--- src/rtl/jtag_ir_decode_unit.sv ---
// JTAG instruction-register unit.
// Contains the IR shift/capture stage and the instruction update register.
// Decodes the opcode into registered one-hot data-register selects.
// Also tracks a sticky clamp state and a sticky illegal-opcode flag.
module jtag_ir_decode_unit #(
   parameter int IR_WIDTH = 5,
   parameter int NUM_USER = 4,
   parameter logic [IR_WIDTH-1:0] OP_EXTEST        = IR_WIDTH'(5'h00),
   parameter logic [IR_WIDTH-1:0] OP_IDCODE        = IR_WIDTH'(5'h01),
   parameter logic [IR_WIDTH-1:0] OP_SAMPLE        = IR_WIDTH'(5'h02),
   parameter logic [IR_WIDTH-1:0] OP_PRELOAD       = IR_WIDTH'(5'h03),
   parameter logic [IR_WIDTH-1:0] OP_AHB           = IR_WIDTH'(5'h04),
   parameter logic [IR_WIDTH-1:0] OP_CLAMP_HOLD    = IR_WIDTH'(5'h05),
   parameter logic [IR_WIDTH-1:0] OP_CLAMP_RELEASE = IR_WIDTH'(5'h06),
   parameter logic [IR_WIDTH-1:0] OP_BYPASS        = '1,
   parameter logic [IR_WIDTH-1:0] OP_USER_BASE     = IR_WIDTH'(5'h10)
) (
   input  logic                TCK,
   input  logic                TRST,
   input  logic                tlr,
   input  logic                capture_ir,
   input  logic                shift_ir,
   input  logic                update_ir,
   input  logic                tdi,
   output logic                ir_tdo,
   output logic [IR_WIDTH-1:0] instr,
   output logic                bypass_select,
   output logic                bsr_select,
   output logic                bsr_mode,
   output logic                id_select,
   output logic                ahb_select,
   output logic                tmp_select,
   output logic [NUM_USER-1:0] user_select,
   output logic                clamp_active,
   output logic                illegal_seen
);

   logic [IR_WIDTH-1:0] sr_reg;
   logic [IR_WIDTH-1:0] instr_reg;
   logic [IR_WIDTH-1:0] capture_val;
   logic                bypass_reg, bsr_reg, id_reg, ahb_reg, tmp_reg;
   logic [NUM_USER-1:0] user_reg;
   logic                clamp_reg, illegal_reg;

   logic                bypass_next, bsr_next, id_next, ahb_next, tmp_next;
   logic [NUM_USER-1:0] user_next;
   logic [NUM_USER-1:0] user_hit;
   logic                clamp_next, illegal_next;

   // Each user channel matches its own opcode slot above the base.
   generate
      for (genvar gi = 0; gi < NUM_USER; gi++) begin : g_user_hit
         assign user_hit[gi] = (sr_reg == OP_USER_BASE + IR_WIDTH'(gi));
      end
   endgenerate

   // Capture pattern: status flags in the top two bits, 01 in the bottom two.
   always_comb begin
      capture_val             = '0;
      capture_val[1:0]        = 2'b01;
      capture_val[IR_WIDTH-1] = clamp_reg;
      capture_val[IR_WIDTH-2] = illegal_reg;
   end

   // Decode the shifted opcode; fixed opcodes outrank the user range.
   always_comb begin
      bypass_next  = 1'b0;
      bsr_next     = 1'b0;
      id_next      = 1'b0;
      ahb_next     = 1'b0;
      tmp_next     = 1'b0;
      user_next    = '0;
      clamp_next   = clamp_reg;
      illegal_next = illegal_reg;
      if (sr_reg == OP_BYPASS) begin
         bypass_next = 1'b1;
      end else if (sr_reg == OP_SAMPLE || sr_reg == OP_PRELOAD || sr_reg == OP_EXTEST) begin
         bsr_next = 1'b1;
      end else if (sr_reg == OP_IDCODE) begin
         id_next = 1'b1;
      end else if (sr_reg == OP_AHB) begin
         ahb_next = 1'b1;
      end else if (sr_reg == OP_CLAMP_HOLD) begin
         tmp_next   = 1'b1;
         clamp_next = 1'b1;
      end else if (sr_reg == OP_CLAMP_RELEASE) begin
         tmp_next   = 1'b1;
         clamp_next = 1'b0;
      end else if (|user_hit) begin
         user_next = user_hit;
      end else begin
         // Undefined opcode: behave as BYPASS and remember it happened.
         bypass_next  = 1'b1;
         illegal_next = 1'b1;
      end
   end

   // IR state: reset > test-logic-reset > update > capture > shift.
   always_ff @(posedge TCK) begin
      if (TRST || tlr) begin
         if (TRST) begin
            sr_reg <= '0;
         end
         instr_reg   <= OP_IDCODE;
         bypass_reg  <= 1'b0;
         bsr_reg     <= 1'b0;
         id_reg      <= 1'b1;
         ahb_reg     <= 1'b0;
         tmp_reg     <= 1'b0;
         user_reg    <= '0;
         clamp_reg   <= 1'b0;
         illegal_reg <= 1'b0;
      end else if (update_ir) begin
         instr_reg   <= sr_reg;
         bypass_reg  <= bypass_next;
         bsr_reg     <= bsr_next;
         id_reg      <= id_next;
         ahb_reg     <= ahb_next;
         tmp_reg     <= tmp_next;
         user_reg    <= user_next;
         clamp_reg   <= clamp_next;
         illegal_reg <= illegal_next;
      end else if (capture_ir) begin
         sr_reg <= capture_val;
      end else if (shift_ir) begin
         sr_reg <= {tdi, sr_reg[IR_WIDTH-1:1]};
      end
   end

   assign ir_tdo        = sr_reg[0];
   assign instr         = instr_reg;
   assign bypass_select = bypass_reg;
   assign bsr_select    = bsr_reg;
   assign id_select     = id_reg;
   assign ahb_select    = ahb_reg;
   assign tmp_select    = tmp_reg;
   assign user_select   = user_reg;
   assign clamp_active  = clamp_reg;
   assign illegal_seen  = illegal_reg;
   // A held clamp keeps the boundary register driving pins under any instruction.
   assign bsr_mode      = (instr_reg == OP_EXTEST) || clamp_reg;

endmodule

--- config.mk ---
export PLATFORM = sky130hd
export DESIGN_NAME = jtag_ir_decode_unit
export DESIGN_NICKNAME = d
export VERILOG_FILES = /design/src/rtl/jtag_ir_decode_unit.sv
export SDC_FILE = /design/constraint.sdc
export NUM_CORES = 1
export LEC_CHECK = 0
export CORE_MARGIN = 5
export CORE_UTILIZATION = 41
export DETAILED_ROUTE_END_ITERATION = 10
export PLACE_DENSITY = 0.73
export SLEW_MARGIN = 10
export SYNTH_ARGS = -nofsm -noshare
export SYNTH_HDL_FRONTEND = slang
export SYNTH_SLANG_ARGS = --single-unit
export TNS_END_PERCENT = 20
--- constraint.sdc ---
create_clock -name TCK -period 1.5 [get_ports TCK]
set_clock_uncertainty 0.15 [all_clocks]
set_input_delay 0.3 -clock TCK [delete_from_list [all_inputs] [get_ports TCK]]
set_output_delay 0.3 -clock TCK [all_outputs]
set_load 0.01 [all_outputs]
==> results.md, run 1 <==
- Outcome: finished with violations
- Failing checks: setup timing
- Cell taking the most area after synthesis: dfxtp_1
- Total CTS buffers: 3
- Final Max Tran Viols: 0
- H-tree depth: 1
- WL/cell: 13.6 microns
- Initial core utilization: 0.417
- Fin crit period: around 1900 ps
- 1st-pass router iterations: 4
- Overall global routing resource usage: 0.138
- Post-synth top area share: 0.358
- Worst r2r path cells: 3
- Final TNS setup: -426 ps
- Least-Margin Pin Slew: ~460 ps
- Initial antenna violation count: 0
- Type of the worst setup path: flop to output port
- Layout area overhead: 45.0%
- Commonest non-fill, non-tap cell in the layout: nor2_1
- Vias/cell: just over 5
- Synth Warn #: 0
- Max Cap Viol: 0
- Worst path depth: 3
- Cell Area, Placed: approximately 1300 sq um
- Critical path cell sequence: or4_4, o21ai_2, buf_2
- CP peak stage delay: about 530 ps
- Final hold viol count: 0
- Reg2Reg Setup Slack: approximately 90 ps
- Min Hold Slack: roughly 330 ps
- Required time of the critical path: about 1100 ps
- FFs w/ async S/R, synth: 0
- Die ar.: between 3000 and 4000 sq um
- Worst min path class: flop to flop
- Die Ht: ~57 microns
- Nets: roughly 140
- Max Clk Rate: between 0.5 and 0.6 GHz
- Top cells by area, synth: dfxtp_1, edfxtp_1, nor2_1
- Slew margin rel.: 0.693
- Commonest cells after routing, fill and taps aside: nor2_1, buf_4, dfxtp_1, dlygate4sd2_1, mux2i_1
- Worst Path Max Fanout: 2
- Leakage: approximately 0.00057 uW
- Worst skew pair latency: approximately 310 ps
- Seq/Total Area, Yosys: 0.525
- I/O Pins: 25
- Crit path arrival time: around 1500 ps
- CTS tree: yes
- Post-synth EDFFs: 5
- Flops & latches, synth: 21
- RSZ-0062 raised after global routing: yes
- Finished Cell Area: between 1000 and 1500 sq um
- Layout cells sized above 1: 0.281
- Largest net degree at the start of global routing: 14
- Total number of vias: about 800
- Synthesized area per cell: just over 10 sq um
- Maximum vdd drop: between 0.4 and 0.5 mV
- I/O Buffers: 24
- Reg clk slew, reported paths: 120 ps
- RD Place Congestion: approximately 0.76
- Rows: 17
- Gr ovfl total: 0
- Netlist Area Pre-Place: 896 sq um
- First-pass GRT wire length: roughly 3500 microns
- Top FF cell, synth: dfxtp_1
- Synth Instances: 89
- Top delay family on crit path: simple AND/OR/NAND/NOR gates
- Worst setup SP type: flop
- Clock Sink Count: 21
- Routed wire length: between 2000 and 2500 microns
- Pre-CTS WS: -454 ps
- Placed wire-length estimate: 1550 microns
- N_diodes: 0
- Post-synthesis cell type count: 28
- Hold Crit Depth: 2
- Power Density: ~810 nW/um^2
- 1st-iter DRT viols: 21
- CP endpoint kind: output port
- Finish-stage setup viols: 1
- Clock Path Buffers: 2
- Buf+Inv Stages, Crit Path: 1
- Critical path's slowest cell: or4_4
- Syn nets: 96
- Number of global-route vias before repair: 771
- Die Width: roughly 57 microns
- Post-route DRC: 0
- Core area: 2150 sq um
- Fin crit share: 1.28
- ANT nets after route: 0
- PnR worst setup slack: -426 ps
- Clk root buf: clkbuf_4
==> synthesized netlist by cell type (2+ instances only) <==
master and count:
a21oi_1 2, a22oi_1 5, a32oi_1 2, buf_2 3
clkbuf_1 2, dfxtp_1 16, edfxtp_1 5, inv_1 5
mux2i_1 7, nand2_1 2, nor2_1 19, nor3b_1 2
o31ai_1 4
==> path summary, 6_finish.rpt <==
path                      from            to
setup / recovery      instr[3]      bsr_mode
hold / removal    illegal_seen  illegal_seen
setup reg to reg     sr_reg[4]  clamp_active
hold reg to reg   illegal_seen  illegal_seen
==> metrics by stage <==
step / instances / utilization / power [uW]
2_1_floorplan: 89 / - / 708
3_3_place_gp: 151 / 0.589 / 789
3_5_place_dp: 151 / 0.589 / 793
4_1_cts: 156 / 0.593 / 1060
5_1_grt: 156 / 0.605 / 1110
6_report: 156 / 0.605 / 1060
==> layer usage <==
layer  GRT usage  vias to the layer above  share of wire
met3      0.0253                        5          0.049
met2       0.224                       22           0.49
met5           0                        -              0
met4      0.0894                        0          0.027
met1       0.165                      379           0.43
li1            -                      393              -
==> cell families (layout without fill, tap and decap cells) <==
logic type | count (synthesis) | in the layout | synth area share
compound gates | 18 | 18 | 0.151
xor+xnor | 1 | 1 | 0.00978
buf+inv | 11 | 50 | 0.0545
flops | 21 | 21 | 0.525
mux | 7 | 7 | 0.0782
simple gates | 31 | 31 | 0.182
==> worst min-delay path, cell delays in order (launching register included) <==
cell and delay [ps]:
dfxtp_1 340, nand2_1 60, o31ai_1 50
==> repair_timing <==
action / 4_1_cts / 5_1_grt
pin swaps: 0 / 1
resized for setup: 28 / 14
hold buffers: 0 / 0
endpoints found under the setup margin: 18 / 7
buffers inserted: 1 / 0
==> area by class of cell <==
class                           instances  area, sq um
Fill cell                             195          850
Sequential cell                        21          478
Multi-Input combinational cell         57          389
Timing Repair Buffer                   41          350
Tap cell                               28         35.0
Clock buffer                            3         22.5
Inverter                                5         18.8
Clock inverter                          1         5.00
==> report_power, final <==
part / switching, uW / leakage [uW] / internal, uW
combinational: 74.6 / 0.000366 / 85.1
clock: 178 / 0.0000177 / 99.7
sequential: 19.7 / 0.000185 / 599
total: 272 / 0.000568 / 784
Power figures use the tool's default switching activity.
==> run 2: changes to the inputs <==
--- a/config.mk
+++ b/config.mk
@@ -8,7 +8,7 @@
 export CORE_MARGIN = 5
 export CORE_UTILIZATION = 41
 export DETAILED_ROUTE_END_ITERATION = 10
-export PLACE_DENSITY = 0.73
+export PLACE_DENSITY = 0.81
 export SLEW_MARGIN = 10
 export SYNTH_ARGS = -nofsm -noshare
 export SYNTH_HDL_FRONTEND = slang
==> run 2 against run 1 <==
  * The run still ends with setup timing left
  * Wire length up 1.1%
  * Die area is the same
  * Count of clock-buffer cells in the layout grew 1
  * Maximum frequency is 2.0% higher
  * Critical endpoint unchanged
  * Largest cell class unchanged
  * Highest routed layer unchanged
==> results.md, run 2 (synthesis gave the netlist of run 1 again) <==
- Outcome: finished with violations
- Failing checks: setup timing
- Fin crit period: about 1900 ps
- CTS tree: yes
- Maximum vdd drop: 0.542 mV
- Commonest non-fill, non-tap cell in the layout: nor2_1
- Die ar.: about 3200 sq um
- Crit. Startpoint: instr[3]
- Layout cells sized above 1: 0.228
- Max Cap Viol: 0
- Largest net degree at the start of global routing: 14
- First-pass GRT wire length: approximately 3600 microns
- PnR worst setup slack: -388 ps
- Placed wire-length estimate: 1620 microns
- Least-Margin Pin Slew: between 300 and 400 ps
- 1st-pass router iterations: 4
- GR peak layer: met2
- Post-route DRC: 0
- Initial core utilization: 0.417
- Worst setup SP type: flop
- Vias/cell: 5.25
- Initial antenna violation count: 0
- Layout Utilization: 0.594
- Die Width: ~57 microns
- Worst min path class: flop to flop
- Nets: ~140
- Power Density: between 800 and 900 nW/um^2
- Reg clk slew, reported paths: 110 ps
- Routed wire length: 2140 microns
- Die Ht: between 50 and 60 microns
- WL/cell: approximately 14 microns
- CP endpoint kind: output port
- Global-route met1 utilization: 0.158
- Final Max Tran Viols: 0
- I/O Pins: 25
- Crit path arrival time: ~1400 ps
- N_diodes: 0
- Finished Cell Area: 1280 sq um
- Finish-stage setup viols: 1
- Layout area overhead: 42.5%
- RD Place Congestion: 0.758
- I/O Buffers: 24
- ANT nets after route: 0
- Fillers: approximately 200
- Cell Area, Placed: 1270 sq um
- Gr ovfl total: 0
- 1st-iter DRT viols: 11
- Reg2Reg Setup Slack: 80 ps
- Overall global routing resource usage: 0.142
- Total CTS buffers: 3
- Commonest cells after routing, fill and taps aside: nor2_1, buf_4, dfxtp_1, dlygate4sd2_1, mux2i_1
- Met2 usage: 0.254
- CP endpoint: bsr_mode
- Reg2reg start: sr_reg[4]
- Total number of vias: ~810
- RSZ-0062 raised after global routing: yes
- Rows: 17
- Core area: 2150 sq um
- Fin crit share: 1.26
- Clk root buf: clkbuf_4
- Max Clk Rate: between 0.5 and 0.6 GHz
- Worst skew pair latency: 300 ps
- Type of the worst setup path: flop to output port
- H-tree depth: 1
- Clock Path Buffers: 2
- Required time of the critical path: between 1000 and 1500 ps
- Number of global-route vias before repair: 825
- Final hold viol count: 0
- Slew margin rel.: 0.796
- Clock Sink Count: 21
- Worst Path Max Fanout: 2
- Leakage: 0.000572 uW
- Met3 track demand over resource: 0.0207
- RR Endpoint: clamp_active
- Worst r2r path cells: 3
- Post-CTS Setup Bufs: 0
## run 2: per-layer routing
| metal | wire length (microns) | vias to the layer above | part of all wire |
|---|---|---|---|
| li1 | - | 397 | - |
| met1 | 850 | 390 | 0.40 |
| met2 | 1140 | 21 | 0.53 |
| met3 | 100 | 5 | 0.047 |
| met4 | 50 | 0 | 0.023 |
| met5 | 0 | - | 0 |
## run 2: cell type report
class | count | area, sq um | area share
Sequential cell | 21 | 473 | 0.371
Multi-Input combinational cell | 57 | 388 | 0.304
Timing Repair Buffer | 40 | 335 | 0.263
Tap cell | 28 | 35.0 | 0.0275
Clock buffer | 4 | 26.3 | 0.0206
Inverter | 5 | 18.8 | 0.0147
## run 2: what timing repair did
| action | 4_1_cts | 5_1_grt |
|---|---|---|
| endpoints found under the setup margin | 18 | 16 |
| gates cloned | 0 | 0 |
| hold buffers | 0 | 0 |
| pin swaps | 1 | 1 |
| resized for setup | 23 | 8 |
| hold endpoints to repair | 0 | 0 |
## run 2: critical path, stage by stage (launching register included)
cell	delay, ps
dfxtp_1	320
or4_1	510
o21ai_1	150
buf_2	150
## run 2: how the worst min path moves through the flow
stage,startpoint,end,slack [ps],cells after the start
final,illegal_seen,illegal_seen,350,2
after global routing,bypass_select,bypass_select,380,2
after CTS,illegal_seen,illegal_seen,360,2
after detailed placement,illegal_seen,illegal_seen,320,2
after global placement,illegal_seen,illegal_seen,310,2
after floorplan,TRST,instr[0],250,2
## run 2: metrics by stage
| stage | TNS [ps] | setup slack, ps | hold slack [ps] | total power [uW] | cells |
|---|---|---|---|---|---|
| global placement | -5160 | -457 | 312 | 787 | 151 |
| finish | -388 | -388 | 355 | 1040 | 155 |
| CTS | -416 | -416 | 362 | 1050 | 155 |
| detailed placement | -5890 | -503 | 319 | 793 | 151 |
| global route | -511 | -454 | 375 | 1090 | 155 |
| floorplan | -68.2 | -68.2 | 247 | 708 | 89 |
## run 2: power breakdown
group          switching, uW  internal [uW]  total, uW
registers               17.9            598        616
clock network            168            104        271
logic                   76.0           80.8        157
total                    262            783       1040
==> run 3: changes to the inputs <==
--- a/config.mk
+++ b/config.mk
@@ -5,7 +5,6 @@
 export SDC_FILE = /design/constraint.sdc
 export NUM_CORES = 1
 export LEC_CHECK = 0
-export CORE_MARGIN = 5
 export CORE_UTILIZATION = 41
 export DETAILED_ROUTE_END_ITERATION = 10
 export PLACE_DENSITY = 0.81
==> run 3 against run 2 <==
  * The run still ends with setup timing left
  * Critical path depth is the same
  * Count of clock-buffer cells in the layout did not move
  * Global-route usage increased by 4.9 points
  * Design area grew 0.59%
  * Sequential power hardly changed
  * Flip-flop and latch count unchanged
  * Critical endpoint unchanged
  * Largest cell class unchanged
  * Highest routed layer unchanged
==> results.md, run 3 (synthesis gave the netlist of run 1 again) <==
- I/O Buffers: 24
- Reg2Reg Setup Slack: about 80 ps
- Hold Crit Depth: 2
- Reg2reg start: sr_reg[4]
- RD Place Congestion: ~0.77
- Vias/cell: slightly above 5
- Cells after DPL: roughly 150
- Die Ht: approximately 49 microns
- Core area: between 2000 and 2500 sq um
- CP peak stage delay: about 510 ps
- Largest net degree at the start of global routing: 14
- Slew margin rel.: 0.730
- First-pass GRT wire length: 3510 microns
- Routed wire length: approximately 2100 microns
- Critical path's slowest cell: or4_1
- Fin crit period: between 1500 and 2000 ps
- Finish-stage setup viols: 1
- CP endpoint kind: output port
- Commonest non-fill, non-tap cell in the layout: nor2_1
- Worst min path class: flop to flop
- Worst r2r path cells: 3
- Cell Area, Placed: between 1000 and 1500 sq um
- Critical path cell sequence: or4_1, o21ai_1, buf_2
- Layout area overhead: 43.3%
- N_diodes: 0
- Power Density: about 820 nW/um^2
- 1st-pass router iterations: 4
- Crit path arrival time: about 1400 ps
- Clock Sink Count: 21
- WHS Endpoint: illegal_seen
- Worst Path Max Fanout: 2
- Overall global routing resource usage: 0.191
- Reg clk slew, reported paths: between 100 and 150 ps
- WL/cell: 13.6 microns
- Die ar.: 2380 sq um
- H-tree depth: 1
- Layout cells sized above 1: 0.240
- 1st-iter DRT viols: 27
- Gr ovfl total: 0
- Placed wire-length estimate: about 1500 microns
- Least-Margin Pin Slew: approximately 400 ps
- Fillers: ~180
- Number of global-route vias before repair: 760
- Type of the worst setup path: flop to output port
- Total number of vias: 810
- PnR worst setup slack: -352 ps
- RR Endpoint: clamp_active
- Failing checks: setup timing
- Finished Cell Area: 1280 sq um
- Worst setup SP type: flop
- Maximum vdd drop: 0.453 mV
- Leakage: between 0.0005 and 0.0006 uW
- Required time of the critical path: approximately 1100 ps
- Final hold viol count: 0
- Initial antenna violation count: 0
- Rows: 16
- Worst skew pair latency: just over 300 ps
- Commonest cells after routing, fill and taps aside: nor2_1, buf_4, dfxtp_1, dlygate4sd2_1, mux2i_1
- Max Clk Rate: approximately 0.54 GHz
- Final std cells w/o fill: roughly 160
- CTS tree: yes
- ANT nets after route: 0
- I/O Pins: 25
- Die Width: approximately 50 microns
- Total CTS buffers: 3
- Clock Path Buffers: 2
- Post-route DRC: 0
- Nets: about 140
- Hold Path Origin: illegal_seen
- Max Cap Viol: 0
- Outcome: finished with violations
- Clk root buf: clkbuf_4
- Final Max Tran Viols: 0
- Fin crit share: 1.23
- Initial core utilization: 0.447
- RSZ-0062 raised after global routing: yes
-- run 3: what timing repair did --
action	in CTS	in global routing
pin swaps	0	0
setup endpoints to repair	18	10
buffers inserted	0	0
resized for setup	24	7
hold buffers	0	0
-- run 3: worst max path at each step --
| stage | startpoint | to | cells past startpoint |
|---|---|---|---|
| floorplan | instr[3] | bsr_mode | 2 |
| global placement | instr[3] | bsr_mode | 3 |
| detailed placement | instr[3] | bsr_mode | 3 |
| CTS | instr[3] | bsr_mode | 3 |
| global route | instr[0] | bsr_mode | 3 |
| finish | instr[3] | bsr_mode | 3 |
-- run 3: stage by stage --
step	total power [uW]	setup slack, ps	utilization	hold WS (ps)	setup TNS, ps
final	1050	-352	0.641	332	-352
after global routing	1100	-399	0.641	381	-423
after CTS	1050	-362	0.641	337	-362
after detailed placement	797	-446	0.639	324	-6110
after global placement	792	-461	0.639	319	-5440
after floorplan	708	-68.2	-	247	-68.2
-- run 3: report_power, final --
group          internal [uW]  leakage [uW]  switching, uW  total, uW
Sequential               598      0.000184           17.0        615
Clock                    104     0.0000150            169        273
Combinational           83.9      0.000373           77.3        161
Total                    786      0.000572            264       1050
-- run 3: area by class of cell --
cell class	instances	area [sq um]	share of cell area
inverter	5	18.8	0.0146
tap	27	33.8	0.0263
timing repair buffer	42	349	0.272
multi-input combinational	57	382	0.297
sequential	21	474	0.369
clock buffer	4	26.3	0.0205
-- run 3: critical path, delay by kind of cell, from the launching register on --
family	cells	cell delay (ps)
AND/OR/NAND/NOR	1	510
flip-flops	1	330
buffers and inverters	1	140
AO/OA/AOI/OAI	1	130
-- run 3: routing by layer --
| metal | global-route usage | routed length, microns |
|---|---|---|
| met5 | 0 | 0 |
| met3 | 0.0252 | 103 |
| met2 | 0.296 | 945 |
| met1 | 0.270 | 1030 |
| met4 | 0.0735 | 38 |
